==> src/rtl/rx_frame_parser.sv <==
// rx_frame_parser: ASCII '<' [sign] octal fields '>' decoder with shadow/commit outputs and saturating error count
module rx_frame_parser #(
    parameter int NUM_FIELDS = 6,
    parameter int DIGITS = 5,
    parameter logic [NUM_FIELDS-1:0] SIGNED_MASK = 6'b111100,
    parameter int ERR_CNT_W = 8,
    localparam int W = 3 * DIGITS
) (
    input  logic                    clk,
    input  logic                    reset,
    input  logic [7:0]              RX_byte,
    input  logic                    RX_valid,
    output logic [NUM_FIELDS*W-1:0] field_data,
    output logic                    frame_valid,
    output logic                    frame_err,
    output logic [ERR_CNT_W-1:0]    err_count,
    output logic                    busy
);
    localparam int FI_W = NUM_FIELDS > 1 ? $clog2(NUM_FIELDS) : 1;
    localparam int DI_W = DIGITS > 1 ? $clog2(DIGITS) : 1;
    typedef enum logic [1:0] {IDLE, SIGN, DIGIT, END} state_t;
    state_t state, state_n;
    logic [FI_W-1:0] field_idx, field_idx_n, next_field;
    logic [DI_W-1:0] digit_idx, digit_idx_n;
    logic neg, neg_n, frame_valid_n, frame_err_n, err, is_oct, last_digit, last_field;
    logic [NUM_FIELDS*W-1:0] shadow, shadow_n, field_data_n;
    logic [ERR_CNT_W-1:0] err_count_n;
    logic [W-1:0] cur, val;
    assign busy = state != IDLE;
    assign is_oct = RX_byte >= "0" && RX_byte <= "7";
    assign last_digit = digit_idx == DI_W'(DIGITS - 1);
    assign last_field = field_idx == FI_W'(NUM_FIELDS - 1);
    assign next_field = field_idx + 1'b1;
    assign cur = shadow[field_idx*W +: W];
    assign val = {cur[W-4:0], RX_byte[2:0]};
    always_comb begin
        state_n = state;
        field_idx_n = field_idx;
        digit_idx_n = digit_idx;
        neg_n = neg;
        shadow_n = shadow;
        field_data_n = field_data;
        frame_valid_n = 1'b0;
        frame_err_n = 1'b0;
        err_count_n = err_count;
        err = 1'b0;
        if (RX_valid) begin
            if (RX_byte == "<") begin
                err = state != IDLE;
                state_n = SIGNED_MASK[0] ? SIGN : DIGIT;
                field_idx_n = '0;
                digit_idx_n = '0;
                neg_n = 1'b0;
            end else begin
                case (state)
                    SIGN: begin
                        err = !(RX_byte == "+" || RX_byte == "-");
                        neg_n = RX_byte == "-";
                        state_n = DIGIT;
                    end
                    DIGIT: begin
                        err = !is_oct;
                        shadow_n[field_idx*W +: W] = last_digit && neg ? ~val : val;
                        digit_idx_n = last_digit ? '0 : digit_idx + 1'b1;
                        if (last_digit) begin
                            field_idx_n = next_field;
                            neg_n = 1'b0;
                            state_n = last_field ? END : (SIGNED_MASK[next_field] ? SIGN : DIGIT);
                        end
                    end
                    END: begin
                        err = RX_byte != ">";
                        field_data_n = shadow;
                        frame_valid_n = 1'b1;
                        state_n = IDLE;
                    end
                    default: ;
                endcase
            end
            if (err) begin
                frame_err_n = 1'b1;
                frame_valid_n = 1'b0;
                field_data_n = field_data;
                shadow_n = shadow;
                err_count_n = &err_count ? err_count : err_count + 1'b1;
                if (RX_byte != "<") state_n = IDLE;
            end
        end
    end
    always_ff @(posedge clk) begin
        if (reset) begin
            state <= IDLE;
            field_idx <= '0;
            digit_idx <= '0;
            neg <= 1'b0;
            shadow <= '0;
            field_data <= '0;
            frame_valid <= 1'b0;
            frame_err <= 1'b0;
            err_count <= '0;
        end else begin
            state <= state_n;
            field_idx <= field_idx_n;
            digit_idx <= digit_idx_n;
            neg <= neg_n;
            shadow <= shadow_n;
            field_data <= field_data_n;
            frame_valid <= frame_valid_n;
            frame_err <= frame_err_n;
            err_count <= err_count_n;
        end
    end
endmodule
==> config.mk <==
export PLATFORM = sky130hd
export DESIGN_NAME = rx_frame_parser
export DESIGN_NICKNAME = d
export VERILOG_FILES = /design/src/rtl/rx_frame_parser.sv
export SDC_FILE = /design/constraint.sdc
export NUM_CORES = 1
export LEC_CHECK = 0
export CAP_MARGIN = 20
export CORE_MARGIN = 2
export CORE_UTILIZATION = 35
export DETAILED_ROUTE_END_ITERATION = 8
export PLACE_DENSITY_LB_ADDON = 0.3
export SLEW_MARGIN = 20
export SYNTH_ARGS = -nofsm -noshare
export SYNTH_HDL_FRONTEND = slang
export SYNTH_SLANG_ARGS = --single-unit
==> constraint.sdc <==
create_clock -name clk -period 2.8 [get_ports clk]
set_input_delay 0.56 -clock clk [delete_from_list [all_inputs] [get_ports clk]]
set_output_delay 0.56 -clock clk [all_outputs]
set_load 0.03 [all_outputs]
# After elaboration in Yosys (flattened, before gate mapping)
# Memory sizes are Yosys's and may differ from the RTL's.
# Index checks and enable logic that the tools add are counted.
# totals
ff_bits	199
romBits	8
out_inout_bits	101
memories	1
# memory_table
name	depth	word_bits	read_ports	rd_ports_with_merged_regs	write_ports	line_no	source
(name not given)	8	1	1	0	0	68	state_n = last_field ? END : (SIGNED_MASK[next_field] ? SIGN : DIGIT);
# classes
n_addsub	4
multipliers	1
order_cmp	3
eq_ne	11
shift	3
n_mux	24
bitwise	5
reduce_logical	18
# ops
cell	count
90-bit bitwise mux	1
15-bit by 34-bit variable shift with 90-bit output (first input constant)	1
15-bit by 34-bit indexed part select with 90-bit output	1
90-bit by 8-bit indexed part select with 12-bit output	1
7-bit negator with 34-bit output	1
8-bit by 6-bit == test with 1-bit output (second input constant)	3
3-bit two-way mux	6
8-bit by 6-bit inequality test with 1-bit output (second input constant)	2
15-bit two-way mux	1
15-bit inverter	1
2-bit two-way mux	6
3-bit AND reduction	3
8-bit by 1-bit adder with 8-bit output (second input constant)	1
8-bit by 6-bit greater-or-equal comparator with 1-bit output (second input constant)	1
8-bit by 6-bit <= comparator with 1-bit output (second input constant)	1
4-bit AND reduction	2
8-bit AND reduction	1
3-bit by 4-bit multiplier with 7-bit output (second input constant)	1
1-bit two-way mux	7
3-bit by 1-bit adder with 3-bit output (second input constant)	2
3-bit == test (second input constant)	2
2-bit one-hot mux with 3 select lines	1
2-bit nonzero test	3
2-bit == test (second input constant)	2
13 further kinds	18

# Longest topological paths before layout
# Gate-level depths: netlist of the first run.
# depth
word_depth	10
depth_mapped	12
depth_no_buf	7

# Least setup slack after synthesis of the first run
# No wires, ideal clock.
# synth_timing
path_kind	register -> register
start	reg field_idx[0]
end	reg shadow[67]
t_arrival_ns	2.752
t_required_ns	2.742
slack_ns	-0.010
path_stages_with_launch	11
cell_sequence	dfxtp_1 buf_2 buf_2 inv_1 ha_1 clkbuf_1 or4_1 or4_4 buf_6 mux2i_1 a21o_1
# synth_between
elab_chain_len	6
elab_cells_between_ends	8
classes_between	1 x add/sub; 1 x mul; 3 x shift; 2 x mux; 1 x bitwise
# synth_rtl
item	line_no	source
start: declaration	23	logic [FI_W-1:0] field_idx, field_idx_n, next_field;
start signal: assignment	103	field_idx <= field_idx_n;
3-bit by 4-bit multiplier with 7-bit output (*)	34, 63	
90-bit by 8-bit indexed part select with 12-bit output	34	assign cur = shadow[field_idx*W +: W];
15-bit inverter	63	shadow_n[field_idx*W +: W] = last_digit && neg ? ~val : val;
15-bit two-way mux	63	
15-bit by 34-bit indexed part select with 90-bit output	63	
90-bit bitwise mux (*)	63	
end signal: assignment	106	shadow <= shadow_n;
end: declaration	26	logic [NUM_FIELDS*W-1:0] shadow, shadow_n, field_data_n;
# Mark *: on every way between the ends. The rest lies on a longest branch, timed or not.
# A chain may end at the register's enable or synchronous reset.

# Worst setup path after layout of the first run
# layout_timing
start	in RX_byte[6]
end	reg shadow[38]
# layout_between
elab_chain_len	8
elab_cells_between_ends	16
classes_between	2 x order compare; 4 x eq/ne; 3 x mux; 2 x bitwise; 5 x reduce/logical
# layout_rtl
item	line_no	source
start: declaration	11	input logic [7:0] RX_byte,
8-bit by 6-bit greater-or-equal comparator with 1-bit output (tied with other cells)	30	assign is_oct = RX_byte >= "0" && RX_byte <= "7";
1-bit logical AND or 1-bit logical OR (tied branches)	30, 57	
1-bit logical NOT (on tied branches)	62, 57	
1-bit one-hot mux with 3 select lines	55	case (state)
1-bit two-way mux	48	if (RX_byte == "<") begin
1-bit two-way mux	47	if (RX_valid) begin
1-bit inverter (no source line)	--	
4-bit AND reduction (no source line) (*)	--	
# Mark *: on every way between the ends. The rest lies on a longest branch, timed or not. The select of a mux whose other input is x is not followed.

==> results of run 1 <==
## through the flow
stage | instances | instance area, um^2 | utilization
after global placement | 1326 | 10100 | 0.429
after detailed placement | 1326 | 10100 | 0.429
after floorplan | 910 | 8440 | -
after global routing | 1358 | 10700 | 0.456
final | 1358 | 10700 | 0.456
after CTS | 1358 | 10700 | 0.456
## final cells by class
type | count | area [um^2] | share of cell area
clock buffer | 17 | 425 | 0.0396
tap | 319 | 399 | 0.0372
timing repair buffer | 163 | 1550 | 0.144
clock inverter | 15 | 216 | 0.0201
inverter | 8 | 30.0 | 0.00280
multi-input combinational | 637 | 4140 | 0.385
sequential | 199 | 3980 | 0.371
## power groups by stage
stage / sequential [uW] / clock (uW) / combinational (uW)
3_3_place_gp: 2900 / 0 / 134
3_5_place_dp: 2900 / 0 / 135
6_report: 2830 / 2660 / 135
4_1_cts: 2830 / 2720 / 135
2_1_floorplan: 2900 / 0 / 72.9
5_1_grt: 2830 / 2840 / 146
## placed cells by master, fill, tap and decap left out, types with 8 or more instances in the layout
cell type        instances
nor2b_1                  8
mux2i_1                 71
nand3_1                 11
a22oi_2                 11
nand2_1                190
clkdlybuf4s50_1        110
a21oi_1                103
mux4_2                  12
dfxtp_1                199
buf_4                   49
a21o_1                  48
mux2_2                  13
xnor2_1                 16
nor2_1                  53
a22o_1                  12
clkbuf_16               17
a211oi_1                 9
## worst max-delay path, stage by stage
cell and delay, ns:
clkdlybuf4s50_1 0.48, nand4bb_1 0.19, or2_0 0.47, buf_4 0.22, nor4_4 0.04, nor2_1 0.70, a21o_1 0.22
## kinds of logic (layout without fill, tap and decap cells)
kind of cell    Yosys count  count (layout)  share of synthesized area
simple gates            308             308                      0.165
compound gates          207             207                      0.160
flops                   199             199                      0.472
mux                      97              97                      0.135
buf+inv                  74             203                     0.0384
xor+xnor                 18              18                     0.0187
fa+ha+maj                 7               7                     0.0104
## registers in the layout, indices dropped and copies added (netlist names)
| signal | count |
|---|---|
| err_count | 8 |
| frame_valid | 1 |
| field_data | 90 |
| shadow | 90 |
| field_idx | 3 |
| digit_idx | 3 |
| state | 2 |
| frame_err | 1 |
| neg | 1 |
## metal layers
metal | up-vias | share of wire | track usage
met1 | 3353 | 0.50 | 0.273
met5 | - | 0 | 0
li1 | 3390 | - | -
met2 | 168 | 0.44 | 0.280
met3 | 34 | 0.046 | 0.0404
met4 | 0 | 0.020 | 0.0583
## how the worst max path moves through the flow
stage | end | from
after global placement | shadow[43] | RX_byte[6]
after CTS | shadow[33] | RX_byte[6]
final | shadow[38] | RX_byte[6]
after floorplan | shadow[67] | field_idx[0]
after global routing | shadow[35] | field_idx[2]
after detailed placement | shadow[38] | RX_byte[6]
==> qor.tcl, run 1 <==
set qor(outcome) {completed}
set qor(final-max-slew-violation-count) 0
set qor(clockPowerShare) 0.472
set qor(switching_share) 0.232
set qor(floorplan.rows) 56
set qor(cts_root_buffer) {clkbuf_16}
set qor(max_freq_mhz) 402
set qor(share_seq_of_total_power) 0.504
set qor(cts.reportedPaths.clkPinSlew_ns) 0.08
set qor(critPathRequiredTime_ns) 3.19
set qor(synth-edff-count) 0
set qor(r2r_slack_ns) 0.36
set qor(power.share.combinational) 0.024
set qor(dieHeight_um) 159
set qor(via_count) 6945
set qor(syn-num-nets) 928
set qor(drive_gt1_frac) 0.128
set qor(ff2ff_path_depth) 5
set qor(final.hold.worst_slack_ns) 0.453
set qor(post_drt_wl_per_cell_um) 17.4
set qor(layout-area-overhead-vs-synth_pct) 27.3
set qor(critPathKind) {input pin to flip-flop}
set qor(unrepaired_setup_endpoints_after_global_routing) {false}
set qor(tritoncts.num_buffers) 17
set qor(overflow) 0
set qor(avgViaCountPerCell) 5.11
set qor(seq_area_frac_synth) 0.472
set qor(fillerInstances) 2353
set qor(critical_path.endpoint_type) {flip-flop}
set qor(htreeDepth) 4
set qor(cts_hold_buffers) 0
set qor(timing.setup.tns_ns) 0
set qor(yosys.area.top_type) {dfxtp_1}
set qor(place.port_buffers) 111
set qor(io-pin-count) 112
set qor(grt_usage) 0.189
set qor(ys_top_cells_by_count) {199 x dfxtp_1, 191 x nand2_1, 103 x a21oi_1}
set qor(die_area_um2) 25400
set qor(min_delay_path_depth) 2
set qor(setup-violations-final) 0
set qor(proportion_of_synthesized_flip_flops_having_asynchronous_set_or_reset) 0
set qor(place.gp.congestion) 0.850
set qor(synthDominantCellAreaShare) 0.472
set qor(synth_cell_type_count) 57
set qor(ys_warn_count) 0
set qor(clk_latency_ns) 0.45
set qor(synth_area_leaders) {dfxtp_1 47%, nand2_1 8.5%, mux2i_1 8.4%}
set qor(post_synth_instance_area_um2) 8440
set qor(setup_slack_ns) 0.311
set qor(critical_path_peak_fanout) 12
set qor(timing.final.crit_period_ns) 2.49
set qor(maxSlewHeadroom) 0.333
set qor(postRouteWirelength_um) 23700
set qor(post-route-period-util) 0.889
set qor(pwr_density_cell_nw_per_um2) 524
set qor(grt_antenna_before_repair) 0
set qor(ant_nets) 0
set qor(worst_ep_arrival_time_ns) 2.88
set qor(synthesis.instances) 910
set qor(nNetsFinal) 1044
set qor(hold_path_class) {flip-flop to flip-flop}
set qor(cts.path.max_buffers) 2
set qor(post_cts_resized) 0
set qor(timing_worst_slew_pin_value_ns) 1.00
set qor(finalHoldViolCount) 0
set qor(placement.setup.worst_slack_ns) -0.120
set qor(detailedRoute.firstIterationViolations) 425
set qor(via_count_of_the_first_global_routing_pass) 6601
set qor(tritoncts) {yes}
set qor(hold_path_end) {field_data[14]}
set qor(placeableCoreArea_um2) 23500
set qor(peakVddDrop_mv) 0.376
set qor(syn_avg_cell_area_um2) 9.27
set qor(dieWidth_um) 159
set qor(number_of_buffers_inserted_to_repair_setup_after_cts) 0
set qor(total_power_uw) 5630
set qor(drv_cap) 0
set qor(route.detailed.drc) 0
set qor(synth_flop_cell) {dfxtp_1}
set qor(worstSetupStartpointType) {input pin}
set qor(antennaDiodeCount) 0
set qor(largest_net_degree_at_the_start_of_global_routing) 92
set qor(timing.rr.end) {shadow[38]}
set qor(worst_r2r_startpoint) {field_idx[2]}
set qor(grt_first_pass_wirelength_um) 37800
set qor(synthMostInstantiatedCell) {dfxtp_1}
set qor(start_util) 0.358
set qor(power.net_switching_uw) 1300
set qor(drt_pass1_iterations) 5
set qor(tritoncts_num_sinks) 199
set qor(ys_seq_elements) 199
set qor(layout_skew_ns) 0.0168
set qor(power.static_leakage_uw) 0.00441
set qor(worst_hold_startpoint) {field_data[14]}
set qor(dpl.hpwl_um) 16700
set qor(power.internal_uw) 4320
No activity file was read; power rests on OpenSTA's default activity.
==> inputs of run 2 (changes only) <==
--- a/config.mk
+++ b/config.mk
@@ -9,7 +9,7 @@
 export CORE_MARGIN = 2
 export CORE_UTILIZATION = 35
 export DETAILED_ROUTE_END_ITERATION = 8
-export PLACE_DENSITY_LB_ADDON = 0.3
+export PLACE_DENSITY = 0.68
 export SLEW_MARGIN = 20
 export SYNTH_ARGS = -nofsm -noshare
 export SYNTH_HDL_FRONTEND = slang
==> qor.tcl, run 2 (synthesis results as in run 1) <==
set qor(finalHoldViolCount) 0
set qor(maxSlewHeadroom) 0.323
set qor(critical_path.n_buffers_inverters) 0
set qor(nNetsFinal) 1042
set qor(worst_hold_startpoint) {shadow[44]}
set qor(drive_gt1_frac) 0.125
set qor(layout_common_cells) {199 x dfxtp_1, 190 x nand2_1, 110 x clkdlybuf4s50_1}
set qor(post_drt_wl_per_cell_um) 17.1
set qor(setup_slack_ns) 0.398
set qor(grt_usage) 0.185
set qor(cts.path.max_buffers) 2
set qor(layout-area-overhead-vs-synth_pct) 27.1
set qor(dpl.hpwl_um) 16800
set qor(die_area_um2) 25400
set qor(dieWidth_um) 159
set qor(via_count) 6915
set qor(floorplan.rows) 56
set qor(biggestRegsByFlops) {field_data: 90 flops, shadow: 90 flops, err_count: 8 flops}
set qor(timing_worst_slew_pin_value_ns) 1.02
set qor(worst_ep_arrival_time_ns) 2.78
set qor(cts.reportedPaths.clkPinSlew_ns) 0.08
set qor(overflow) 0
set qor(dieHeight_um) 159
set qor(r2r_slack_ns) 0.40
set qor(cp-startpoint) {field_idx[2]}
set qor(peakVddDrop_mv) 0.374
set qor(post_cts_resized) 0
set qor(post-route-period-util) 0.858
set qor(slowest_delay_ns) 0.70
set qor(power.static_leakage_uw) 0.00439
set qor(critPathKind) {flip-flop to flip-flop}
set qor(unrepaired_setup_endpoints_after_global_routing) {false}
set qor(power.net_switching_uw) 1270
set qor(placeableCoreArea_um2) 23500
set qor(critPathRequiredTime_ns) 3.18
set qor(setup-violations-final) 0
set qor(critical-path-slowest-cell) {nor2_1}
set qor(critical_path.endpoint_type) {flip-flop}
set qor(antennaDiodeCount) 0
set qor(htreeDepth) 4
set qor(cts_hold_buffers) 0
set qor(multi_input_area_um2) 4140
set qor(clk_latency_ns) 0.44
set qor(grt_first_pass_wirelength_um) 37600
set qor(ant_nets) 0
set qor(hold_path_class) {flip-flop to flip-flop}
set qor(detailedRoute.firstIterationViolations) 457
set qor(start_util) 0.358
set qor(via_count_of_the_first_global_routing_pass) 6708
set qor(postRouteWirelength_um) 23200
set qor(placed_cell_area_um2) 10100
set qor(timing.final.crit_period_ns) 2.40
set qor(tritoncts) {yes}
set qor(place.gp.congestion) 0.885
set qor(io-pin-count) 112
set qor(final.hold.worst_slack_ns) 0.454
set qor(power.internal_uw) 4240
set qor(fillerInstances) 2314
set qor(tritoncts_num_sinks) 199
set qor(most_frequent_standard_cell_in_the_layout_excluding_fill_and_tap_cells) {dfxtp_1}
set qor(timing.critical_path.max_delay_family) {simple AND/OR/NAND/NOR gates}
set qor(placement.setup.worst_slack_ns) 0.0792
set qor(crit_path_cell_trace) {nor2b_1 > mux2i_2 > nor4b_4 > nor2_1 > a21o_1}
set qor(grt_antenna_before_repair) 0
set qor(avgViaCountPerCell) 5.10
set qor(clockPowerShare) 0.461
set qor(number_of_buffers_inserted_to_repair_setup_after_cts) 0
set qor(place.port_buffers) 111
set qor(largest_net_degree_at_the_start_of_global_routing) 93
set qor(worstSetupStartpointType) {flip-flop}
set qor(worst_r2r_startpoint) {field_idx[2]}
set qor(timing.setup.tns_ns) 0
set qor(critical_path_peak_fanout) 12
set qor(switching_share) 0.231
set qor(finish.utilization) 0.456
set qor(sequential_cell_area_um2) 3980
set qor(final-max-slew-violation-count) 0
set qor(max_freq_mhz) 416
set qor(drt_pass1_iterations) 5
set qor(drv_cap) 0
set qor(outcome) {completed}
set qor(tritoncts.num_buffers) 17
set qor(power.share.combinational) 0.024
set qor(cts_root_buffer) {clkbuf_16}
set qor(route.detailed.drc) 0
set qor(share_seq_of_total_power) 0.515
set qor(pwr_density_cell_nw_per_um2) 513
set qor(layout_skew_ns) 0.0124
set qor(final_design_area_no_fill_um2) 10700
[run 2: changes by cell type in the layout (fill, tap and decap cells not counted)]
cell / delta
buf_12: +2
clkinv_2: -1
bufinv_16: -1
buf_4: -4
inv_8: +1
inv_6: -1
clkbuf_1: +1
clkinv_4: +2
clkinv_8: -1
[run 2: worst paths after layout]
path | depth (start not counted) | to
setup / recovery | 5 | shadow[64]
hold / removal | 1 | shadow[44]
setup reg to reg | 5 | shadow[64]
hold reg to reg | 1 | shadow[44]
[run 2: routing by layer]
metal / GRT usage / share of wire
met3: 0.0417 / 0.058
met4: 0.0537 / 0.017
met2: 0.281 / 0.45
met5: 0 / 0
met1: 0.263 / 0.48
[run 2: area by class of cell]
cell class	count	area share
repair buffers	161	0.145
multi-input cells	637	0.386
well taps	319	0.0372
inverters	8	0.00280
flip-flops and latches	199	0.371
clock inverters	14	0.0173
clock buffers	18	0.0400
[run 2: power by group through the flow]
| stage | sequential, uW | clock, uW | combinational (uW) |
|---|---|---|---|
| floorplan | 2900 | 0 | 72.9 |
| global placement | 2900 | 0 | 132 |
| detailed placement | 2900 | 0 | 133 |
| CTS | 2830 | 2590 | 134 |
| global route | 2830 | 2700 | 147 |
| finish | 2830 | 2540 | 134 |
[run 2: stage by stage]
| step | power (uW) | cells |
|---|---|---|
| 2_1_floorplan | 2980 | 910 |
| 3_3_place_gp | 3030 | 1324 |
| 3_5_place_dp | 3030 | 1324 |
| 4_1_cts | 5550 | 1356 |
| 5_1_grt | 5680 | 1356 |
| 6_report | 5510 | 1356 |
